`config.mk`:
```
export PLATFORM = sky130hd
export DESIGN_NAME = refgen
export DESIGN_NICKNAME = d
export VERILOG_FILES = /design/src/rtl/jag_ref_pkg.sv /design/src/rtl/ref_timer.sv /design/src/rtl/refgen.sv
export SDC_FILE = /design/constraint.sdc
export NUM_CORES = 1
export LEC_CHECK = 0
export CORE_ASPECT_RATIO = 0.5
export CORE_MARGIN = 5
export CORE_UTILIZATION = 54
export CTS_BUF_LIST = sky130_fd_sc_hd__clkbuf_16
export CTS_CLUSTER_DIAMETER = 100
export DETAILED_ROUTE_END_ITERATION = 6
export PLACE_DENSITY = 0.75
export SLEW_MARGIN = 15
export SYNTH_ARGS = -nofsm -noshare
export SYNTH_HDL_FRONTEND = slang
export SYNTH_SLANG_ARGS = --single-unit
```
`constraint.sdc`:
```
create_clock -name sys_clk -period 2.83 [get_ports sys_clk]
set_clock_uncertainty 0.15 [all_clocks]
set_input_delay 0.849 -clock sys_clk [delete_from_list [all_inputs] [get_ports sys_clk]]
set_output_delay 0.849 -clock sys_clk [all_outputs]
set_load 0.02 [all_outputs]
```
`src/rtl/jag_ref_pkg.sv`:
```
// Shared definitions for the DRAM refresh request generator:
// FSM state encoding and default widths / reset constants.
package jag_ref_pkg;

  // Default width of the refresh interval reload value
  localparam int RATE_W_DEF = 10;

  // Default width of the owed-refresh (debt) counter
  localparam int DEBT_W_DEF = 3;

  // Interval register value after reset
  localparam logic [RATE_W_DEF-1:0] RATE_RST_DEF = 10'h1FF;

  // Request handshake states towards the bus arbiter
  typedef enum logic [1:0] {
    IDLE = 2'b00,
    REQ  = 2'b01,
    GAP  = 2'b10
  } state_t;

endpackage

```
`src/rtl/ref_timer.sv`:
```
// Refresh interval timer: counts down from the interval register and
// emits a one-cycle tick every rate+1 enabled cycles. An interval of
// zero disables ticking entirely.
module ref_timer
  import jag_ref_pkg::*;
#(
  parameter int                RATE_W   = RATE_W_DEF,
  parameter logic [RATE_W-1:0] RATE_RST = RATE_RST_DEF
) (
  input  logic              i_clk,
  input  logic              i_rst_n,
  input  logic              i_refen,
  input  logic              i_rateld,
  input  logic [RATE_W-1:0] i_refrate,
  output logic              o_tick
);

  logic [RATE_W-1:0] r_rate;
  logic [RATE_W-1:0] r_cnt;
  logic [RATE_W-1:0] w_cnt_nxt;
  logic              w_cnt_zero;
  logic              w_tick;

  assign w_cnt_zero = (r_cnt == {RATE_W{1'b0}});

  // A tick needs a running timer, an expired count and a nonzero interval
  assign w_tick = i_refen && w_cnt_zero && (r_rate != {RATE_W{1'b0}});

  // Next count: hold when disabled, decrement while nonzero, reload at zero
  always_comb begin
    w_cnt_nxt = r_cnt;
    if (!i_refen) begin
      w_cnt_nxt = r_cnt;
    end else if (!w_cnt_zero) begin
      w_cnt_nxt = r_cnt - RATE_W'(1);
    end else begin
      // With a zero interval this reload keeps the counter parked at 0
      w_cnt_nxt = r_rate;
    end
  end

  // Interval register: loaded by strobe, does not disturb the running count
  always_ff @(posedge i_clk or negedge i_rst_n) begin
    if (!i_rst_n) begin
      r_rate <= RATE_RST;
    end else if (i_rateld) begin
      r_rate <= i_refrate;
    end else begin
      r_rate <= r_rate;
    end
  end

  // Down-counter state
  always_ff @(posedge i_clk or negedge i_rst_n) begin
    if (!i_rst_n) begin
      r_cnt <= RATE_RST;
    end else begin
      r_cnt <= w_cnt_nxt;
    end
  end

  assign o_tick = w_tick;

endmodule

```
`src/rtl/refgen.sv`:
```
// DRAM refresh request generator. Accumulates owed refresh cycles from
// the interval timer, requests the arbiter for each one, retires debt on
// acknowledge, and flags urgency and lost ticks.
module refgen
  import jag_ref_pkg::*;
#(
  parameter int                RATE_W   = RATE_W_DEF,
  parameter int                DEBT_W   = DEBT_W_DEF,
  parameter int                DEBT_MAX = 7,
  parameter int                URG_LVL  = 4,
  parameter logic [RATE_W-1:0] RATE_RST = RATE_RST_DEF
) (
  input  logic              sys_clk,
  input  logic              resetl,
  input  logic              refen,
  input  logic [RATE_W-1:0] refrate,
  input  logic              rateld,
  input  logic              refack,
  output logic              refreq,
  output logic              refurg,
  output logic [DEBT_W-1:0] refdebt,
  output logic              refovf
);

  localparam logic [DEBT_W-1:0] DEBT_MAX_V = DEBT_W'(DEBT_MAX);
  localparam logic [DEBT_W-1:0] URG_LVL_V  = DEBT_W'(URG_LVL);
  localparam logic [DEBT_W-1:0] DEBT_ZERO  = {DEBT_W{1'b0}};
  localparam logic [DEBT_W-1:0] DEBT_ONE   = DEBT_W'(1);

  state_t            r_state;
  state_t            w_state_nxt;
  logic [DEBT_W-1:0] r_debt;
  logic [DEBT_W-1:0] w_debt_nxt;
  logic              r_req;
  logic              r_urg;
  logic              r_ovf;
  logic              w_ovf_set;
  logic              w_tick;
  logic              w_ack_ok;

  ref_timer #(
    .RATE_W   (RATE_W),
    .RATE_RST (RATE_RST)
  ) u_timer (
    .i_clk     (sys_clk),
    .i_rst_n   (resetl),
    .i_refen   (refen),
    .i_rateld  (rateld),
    .i_refrate (refrate),
    .o_tick    (w_tick)
  );

  // Acknowledges only count while a request is actually outstanding
  assign w_ack_ok = refack && (r_state == REQ);

  // Debt update: +tick, -ack; saturate at DEBT_MAX and flag the lost tick
  always_comb begin
    w_debt_nxt = r_debt;
    w_ovf_set  = 1'b0;
    case ({w_tick, w_ack_ok})
      2'b10: begin
        if (r_debt == DEBT_MAX_V) begin
          w_ovf_set = 1'b1;
        end else begin
          w_debt_nxt = r_debt + DEBT_ONE;
        end
      end
      2'b01: begin
        if (r_debt != DEBT_ZERO) begin
          w_debt_nxt = r_debt - DEBT_ONE;
        end else begin
          w_debt_nxt = r_debt;
        end
      end
      default: begin
        // Both or neither: net change is zero
        w_debt_nxt = r_debt;
      end
    endcase
  end

  // Handshake FSM next state; GAP forces one low cycle between requests
  always_comb begin
    w_state_nxt = r_state;
    case (r_state)
      IDLE: begin
        if (r_debt != DEBT_ZERO) begin
          w_state_nxt = REQ;
        end else begin
          w_state_nxt = IDLE;
        end
      end
      REQ: begin
        if (w_ack_ok) begin
          w_state_nxt = GAP;
        end else begin
          w_state_nxt = REQ;
        end
      end
      GAP: begin
        if (r_debt != DEBT_ZERO) begin
          w_state_nxt = REQ;
        end else begin
          w_state_nxt = IDLE;
        end
      end
      default: begin
        w_state_nxt = IDLE;
      end
    endcase
  end

  // FSM state register and registered request output
  always_ff @(posedge sys_clk or negedge resetl) begin
    if (!resetl) begin
      r_state <= IDLE;
      r_req   <= 1'b0;
    end else begin
      r_state <= w_state_nxt;
      r_req   <= (w_state_nxt == REQ);
    end
  end

  // Debt register with urgency registered from the same next value
  always_ff @(posedge sys_clk or negedge resetl) begin
    if (!resetl) begin
      r_debt <= DEBT_ZERO;
      r_urg  <= 1'b0;
    end else begin
      r_debt <= w_debt_nxt;
      r_urg  <= (w_debt_nxt >= URG_LVL_V);
    end
  end

  // Sticky lost-tick flag, cleared only by reset
  always_ff @(posedge sys_clk or negedge resetl) begin
    if (!resetl) begin
      r_ovf <= 1'b0;
    end else if (w_ovf_set) begin
      r_ovf <= 1'b1;
    end else begin
      r_ovf <= r_ovf;
    end
  end

  assign refreq  = r_req;
  assign refurg  = r_urg;
  assign refdebt = r_debt;
  assign refovf  = r_ovf;

endmodule

```
==> run_results.csv, run 1 <==
group,metric,value,unit
outcome,status,"finished clean",
sta,drv_slew,0,
yosys,postSynthCellCount,138,
worst_hold_path,hold_class,"register to register",
power_and_ir_drop,power.density,757,mW/mm^2
sta,rsz0062_at_grt,"no",
placement,dp_slack,-48.0,ps
clock_tree,cts_tree,"yes",
floorplan,dieArea,0.00402,sq mm
run,cap_violations,0,
grt,grt_max_degree,28,
grt,grt_pass1_vias,1121,
detailed_routing,drcViolationCount,0,
detailed_routing,antenna_left,0,
floorplan,die_y,47.4,um
worst_setup_path,endpoint_kind,"register",
clock_tree,h-tree-depth,1,
clock_tree,cts_hold_buf,0,
yosys,synth_area_leaders,"dfstp_2, dfrtp_1, mux2_2, ha_1, o21ai_0",
final_layout,final_common_cell,"clkdlybuf4s50_1",
sta,max_freq,0.378,GHz
final_layout,area_growth,23.4,%
floorplan,rows,13,
placement,place.gp.congestion,0.793,
final_layout,mostFrequentLayoutCells,"clkdlybuf4s50_1, dfstp_2, mux2_2",
final_layout,drive_above_1_share,30.3,%
clock_tree,cts-root-buf,"clkbuf_16",
final_layout,diodes,0,
sta,hold_violations,0,
detailed_routing,drt_pass1_iterations,4,
clock_tree,clkTransAtPathRegs,60,ps
floorplan,start_util,57.3,%
grt,antenna_found_initial,0,
yosys,synth-main-ff-cell,"dfstp_2",
worst_setup_path,cp-start-kind,"input pin",
worst_setup_path,crit_type,"input pin to register",
detailed_routing,drtIter0Drc,35,
sta,worst_hold_slack,322,ps
final_layout,nets,188,
sta,worst_slew_pin_slew,432,ps
clock_tree,cts_buffer_depth,2,
yosys,syn_area,0.00151,sq mm
power_and_ir_drop,vdd_drop_max,408,uV
yosys,synth_seq_cells,27,
clock_tree,numClockSinks,27,
worst_setup_path,path_buf_inv,1,
detailed_routing,wirelength,3020,um
yosys,synth_edf_count,0,
yosys,ys_warn_count,0,
power_and_ir_drop,p_leak,0.765,nW
floorplan,core-area,0.00264,sq mm
worst_setup_path,cp.arrival,2690,ps
clock_tree,insertion_delay,260,ps
placement,portBuffers,20,
yosys,yosysTopAreaCellShare,31.3,%
detailed_routing,dr_total_vias,1119,
clock_tree,cts_resized,0,
floorplan,num_io_pins,21,
grt,grt.overflow.total,0,
sta,final.setup.worst_slack,183,ps
worst_setup_path,critPathTopFamily,"simple AND/OR/NAND/NOR gates",
sta,relSlewSlack,70.9,%
detailed_routing,wl_per_cell,14.9,um
yosys,ys_seq_area_share,46.2,%
worst_setup_path,required,2870,ps
sta,period_minus_slack,2650,ps
sta,tns,0,ps
placement,hpwl,2250,um
sta,period_share,93.5,%
sta,setup_viol,0,
yosys,yosys.area.top_type,"dfstp_2",
grt,grt_util_all_layers,17.0,%
yosys,synthArstFlopShare,100,%
worst_setup_path,max_stage_delay,490,ps
clock_tree,numCtsBuffers,3,
yosys,syn_nets,160,
worst_setup_path,cp_cell_sequence,"clkdlybuf4s50_1 > and2_1 > nand2_1 > a41o_1 > ha_1 > or4_1 > nand3_1",
yosys,ys_types,38,
grt,grt_pass1_wl,5250,um
clock_tree,post-cts-setup-buffers,0,
detailed_routing,viasPerCell,5.54,
worst_setup_path,slowest_stage,"clkdlybuf4s50_1",
floorplan,fp.dieW,84.8,um
worst_setup_path,worstPathMaxFanout,3,
yosys,avgSynthCellArea,10.9,sq um
worst paths after layout:
kind	slack, ps	cells past startpoint	to	from
max in group asynchronous	1420	2	u_timer.r_rate[3]$_DFFE_PN1P_	resetl
min in group asynchronous	810	2	asynchronous set/reset pin	resetl
worst max register to register	340	9	register	u_timer.r_cnt[0]$_DFFE_PN1P_
worst max-delay path	180	7	register	refen
worst min register to register	320	1	refovf$_DFFE_PN0P_	refovf$_DFFE_PN0P_
worst min-delay path	320	1	refovf$_DFFE_PN0P_	refovf$_DFFE_PN0P_
cell usage after synthesis (2+ instances only):
library cell / number
a31oi_1: 3
dfrtp_1: 9
nand2_1: 12
and2_1: 2
nor3b_2: 2
a211oi_1: 5
clkbuf_1: 2
and3b_1: 2
a21oi_1: 2
mux2_2: 13
nor2_1: 7
o21ai_0: 9
mux2i_1: 4
nand3_1: 5
ha_1: 7
nor3_1: 4
dfstp_2: 18
nand4_1: 2
nor2b_1: 2
inv_1: 9
o31a_1: 2
power breakdown:
group / leakage, nW / total, mW / internal, mW / switching [mW]
Clock: 0.0409 / 0.315 / 0.190 / 0.124
Combinational: 0.412 / 0.429 / 0.217 / 0.212
Sequential: 0.312 / 0.668 / 0.542 / 0.126
Total: 0.765 / 1.41 / 0.949 / 0.463
worst register-to-register path, stage by stage (launching register included):
cell	delay, ps
dfstp_2	600
inv_1	100
ha_1	220
nor3b_2	160
and2_1	150
nand2_1	100
a41o_1	130
ha_1	250
or4_1	460
nand3_1	90
metal layers:
layer	vias up	wire, um	GRT usage [%]
li1	561	-	-
met1	544	1480	22.9
met2	14	1470	28.5
met3	0	72	4.55
met4	0	0	3.79
met5	-	0	0
final cells by class:
cell class	instances	area, sq um
Sequential cell	27	698
Clock buffer	3	75.1
Multi-Input combinational cell	98	752
Fill cell	215	772
Inverter	9	33.8
Tap cell	37	46.3
Clock inverter	1	5.00
Timing Repair Buffer	27	253
cells by family (layout without fill, tap and decap cells):
family	count (synthesis)	in the layout	synth area share, %
multiplexers	17	17	12.3
AO/OA/AOI/OAI	29	29	13.2
AND/OR/NAND/NOR	45	45	18.5
adder cells (fa/ha/maj)	7	7	5.80
buffers and inverters	13	40	3.98
flip-flops	27	27	46.2
per-stage QoR:
step                util [%]  instance area, sq um  power [mW]  std cells
floorplan                  -                  1510       0.945        138
global placement        67.7                  1780        1.08        198
detailed placement      67.7                  1780        1.10        198
CTS                     70.7                  1860        1.42        202
global route            70.7                  1860        1.51        202
finish                  70.7                  1860        1.41        202
(Power assumes the default switching activity.)
==> inputs of run 2 (changes only) <==
--- a/config.mk
+++ b/config.mk
@@ -5,13 +5,13 @@
 export SDC_FILE = /design/constraint.sdc
 export NUM_CORES = 1
 export LEC_CHECK = 0
-export CORE_ASPECT_RATIO = 0.5
 export CORE_MARGIN = 5
-export CORE_UTILIZATION = 54
+export CORE_UTILIZATION = 62
 export CTS_BUF_LIST = sky130_fd_sc_hd__clkbuf_16
 export CTS_CLUSTER_DIAMETER = 100
 export DETAILED_ROUTE_END_ITERATION = 6
-export PLACE_DENSITY = 0.75
+export DONT_BUFFER_PORTS = 1
+export PLACE_DENSITY = 0.74
 export SLEW_MARGIN = 15
 export SYNTH_ARGS = -nofsm -noshare
 export SYNTH_HDL_FRONTEND = slang
==> run 2 against run 1 <==
Against the previous run: routed wire length decreased by 3.5%; utilization increased by 0.66 points; clock power increased by 4%; count of clock-buffer cells in the layout unchanged; critical path type is now register to register; largest cell class unchanged.
==> run_results.csv, run 2 (same netlist as run 1, synthesis figures left out) <==
group,metric,value,unit
outcome,status,"finished clean",
final_layout,fill_cells,146,
power_and_ir_drop,switchingPower,0.461,mW
worst_setup_path,cp_cell_sequence,"inv_1 > ha_1 > nor3b_2 > and2_2 > nand2_1 > a41o_1 > ha_1 > a31oi_1 > o21ai_0 > nand2_1 > o21ai_0",
sta,worst_slew_pin_slew,634,ps
clock_tree,insertion_delay,270,ps
final_layout,drive_above_1_share,33.3,%
grt,grt_pass1_wl,4980,um
power_and_ir_drop,p_leak,0.671,nW
power_and_ir_drop,power.density,855,mW/mm^2
clock_tree,h-tree-depth,1,
worst_setup_path,rrSetupSlack,250,ps
detailed_routing,viasPerCell,6.33,
clock_tree,numCtsBuffers,3,
grt,grt_busiest_layer,"met2",
worst_setup_path,slowest_stage,"dfstp_2",
sta,hold_violations,0,
floorplan,dieArea,0.00352,sq mm
final_layout,mostFrequentLayoutCells,"dfstp_2, mux2_2, nand2_1",
sta,rsz0062_at_grt,"no",
worst_setup_path,reg2reg_depth,11,
power_and_ir_drop,intPower,0.928,mW
floorplan,core-area,0.00228,sq mm
detailed_routing,drcViolationCount,0,
power_and_ir_drop,p_clk_share,23.7,%
grt,antenna_found_initial,0,
floorplan,start_util,66.4,%
floorplan,rows,17,
final_layout,nets,164,
clock_tree,numClockSinks,27,
detailed_routing,drt_pass1_iterations,4,
worst_setup_path,endpoint_kind,"register",
worst_setup_path,cp.arrival,2570,ps
clock_tree,clkTransAtPathRegs,70,ps
floorplan,fp.dieW,59.4,um
placement,hpwl,2170,um
detailed_routing,dr_total_vias,1069,
detailed_routing,wirelength,2910,um
power_and_ir_drop,switching_share,33.2,%
worst_hold_path,hold_class,"input pin to asynchronous set/reset pin",
worst_setup_path,r2r_start,"u_timer.r_cnt[0]$_DFFE_PN1P_",
grt,use_met1,24.1,%
sta,drv_slew,0,
power_and_ir_drop,vdd_drop_max,653,uV
power_and_ir_drop,seq_power_share,48.4,%
sta,max_freq,0.387,GHz
floorplan,num_io_pins,21,
worst_setup_path,startpoint,"u_timer.r_cnt[0]$_DFFE_PN1P_",
worst_setup_path,required,2810,ps
grt,gr-usage-met3,7.19,%
grt,grt.overflow.total,0,
clock_tree,cts-root-buf,"clkbuf_16",
run,cap_violations,0,
sta,tns,0,ps
worst_setup_path,crit_type,"register to register",
grt,grt_util_all_layers,18.9,%
placement,portBuffers,0,
final_layout,area_growth,7.54,%
detailed_routing,drtIter0Drc,36,
grt,grt_pass1_vias,1102,
grt,globalRouteMet2Util,29.3,%
clock_tree,cts_hold_buf,0,
clock_tree,cts_tree,"yes",
floorplan,die_y,59.4,um
final_layout,diodes,0,
worst_setup_path,worstPathMaxFanout,6,
grt,grt_max_degree,28,
clock_tree,cts_buffer_depth,2,
sta,period_minus_slack,2580,ps
final_layout,final_common_cell,"dfstp_2",
placement,place.gp.congestion,0.804,
power_and_ir_drop,power_frac_comb,28.0,%
sta,period_share,91.3,%
detailed_routing,wl_per_cell,17.2,um
sta,relSlewSlack,57.7,%
worst_setup_path,cp-start-kind,"register",
sta,worst_hold_slack,123,ps
detailed_routing,antenna_left,0,
sta,setup_viol,0,
worst_setup_path,max_stage_delay,400,ps
-- run 2: changes by cell type in the layout (fill, tap and decap cells not counted), sizes merged --
cell           change
clkinv             -1
buf                -4
clkdlybuf4s50     -20
inv                +1
-- run 2: layout make-up --
cell class                 instances  area, sq um  share of cell area, %
clock inverter                     1         6.26                  0.385
inverter                           9         33.8                   2.08
multi-input combinational         98          753                   46.4
clock buffer                       3         75.1                   4.62
tap                               28         35.0                   2.16
timing repair buffer               3         22.5                   1.39
sequential                        27          698                   43.0
-- run 2: worst min path at each step --
stage	slack (ps)	start	endpoint
after detailed placement	340	u_timer.r_cnt[9]$_DFFE_PN0P_	u_timer.r_cnt[9]$_DFFE_PN0P_
after global routing	110	resetl	u_timer.r_rate[9]$_DFFE_PN0P_
after floorplan	320	u_timer.r_cnt[9]$_DFFE_PN0P_	u_timer.r_cnt[9]$_DFFE_PN0P_
final	120	resetl	u_timer.r_rate[9]$_DFFE_PN0P_
after CTS	120	resetl	u_timer.r_rate[9]$_DFFE_PN0P_
after global placement	340	u_timer.r_cnt[9]$_DFFE_PN0P_	u_timer.r_cnt[9]$_DFFE_PN0P_
-- run 2: what timing repair did --
item                       in CTS  in global routing
setup endpoints to repair       0                  1
resized for setup               0                  1
setup buffers                   0                  0
-- run 2: layer usage --
layer | routed length, um | vias up
li1 | - | 516
met1 | 1410 | 518
met2 | 1270 | 30
met3 | 194 | 5
met4 | 38 | 0
met5 | 0 | -
-- run 2: worst max-delay path: cells and delay by family (launching register included) --
kind | cells | cell delay (ps)
AOI/OAI and AO/OA | 4 | 620
adders and majority gates | 2 | 540
buffers and inverters | 1 | 120
DFF | 1 | 400
and+or+nand+nor | 4 | 620
-- run 2: metrics by stage --
| stage | instances | utilization, % | worst slack [ps] | area [sq um] | total power, mW |
|---|---|---|---|---|---|
| 2_1_floorplan | 138 | - | 291 | 1510 | 0.945 |
| 3_3_place_gp | 165 | 67.7 | 371 | 1540 | 1.04 |
| 3_5_place_dp | 165 | 67.7 | 279 | 1540 | 1.06 |
| 4_1_cts | 169 | 71.3 | 255 | 1620 | 1.39 |
| 5_1_grt | 169 | 71.4 | 31.1 | 1620 | 1.46 |
| 6_report | 169 | 71.4 | 246 | 1620 | 1.39 |
-- run 2: power by group through the flow --
stage / clock, mW / combinational [mW] / sequential (mW)
floorplan: 0 / 0.301 / 0.644
global placement: 0 / 0.368 / 0.670
detailed placement: 0 / 0.383 / 0.675
CTS: 0.333 / 0.387 / 0.669
global route: 0.349 / 0.430 / 0.685
finish: 0.328 / 0.388 / 0.672
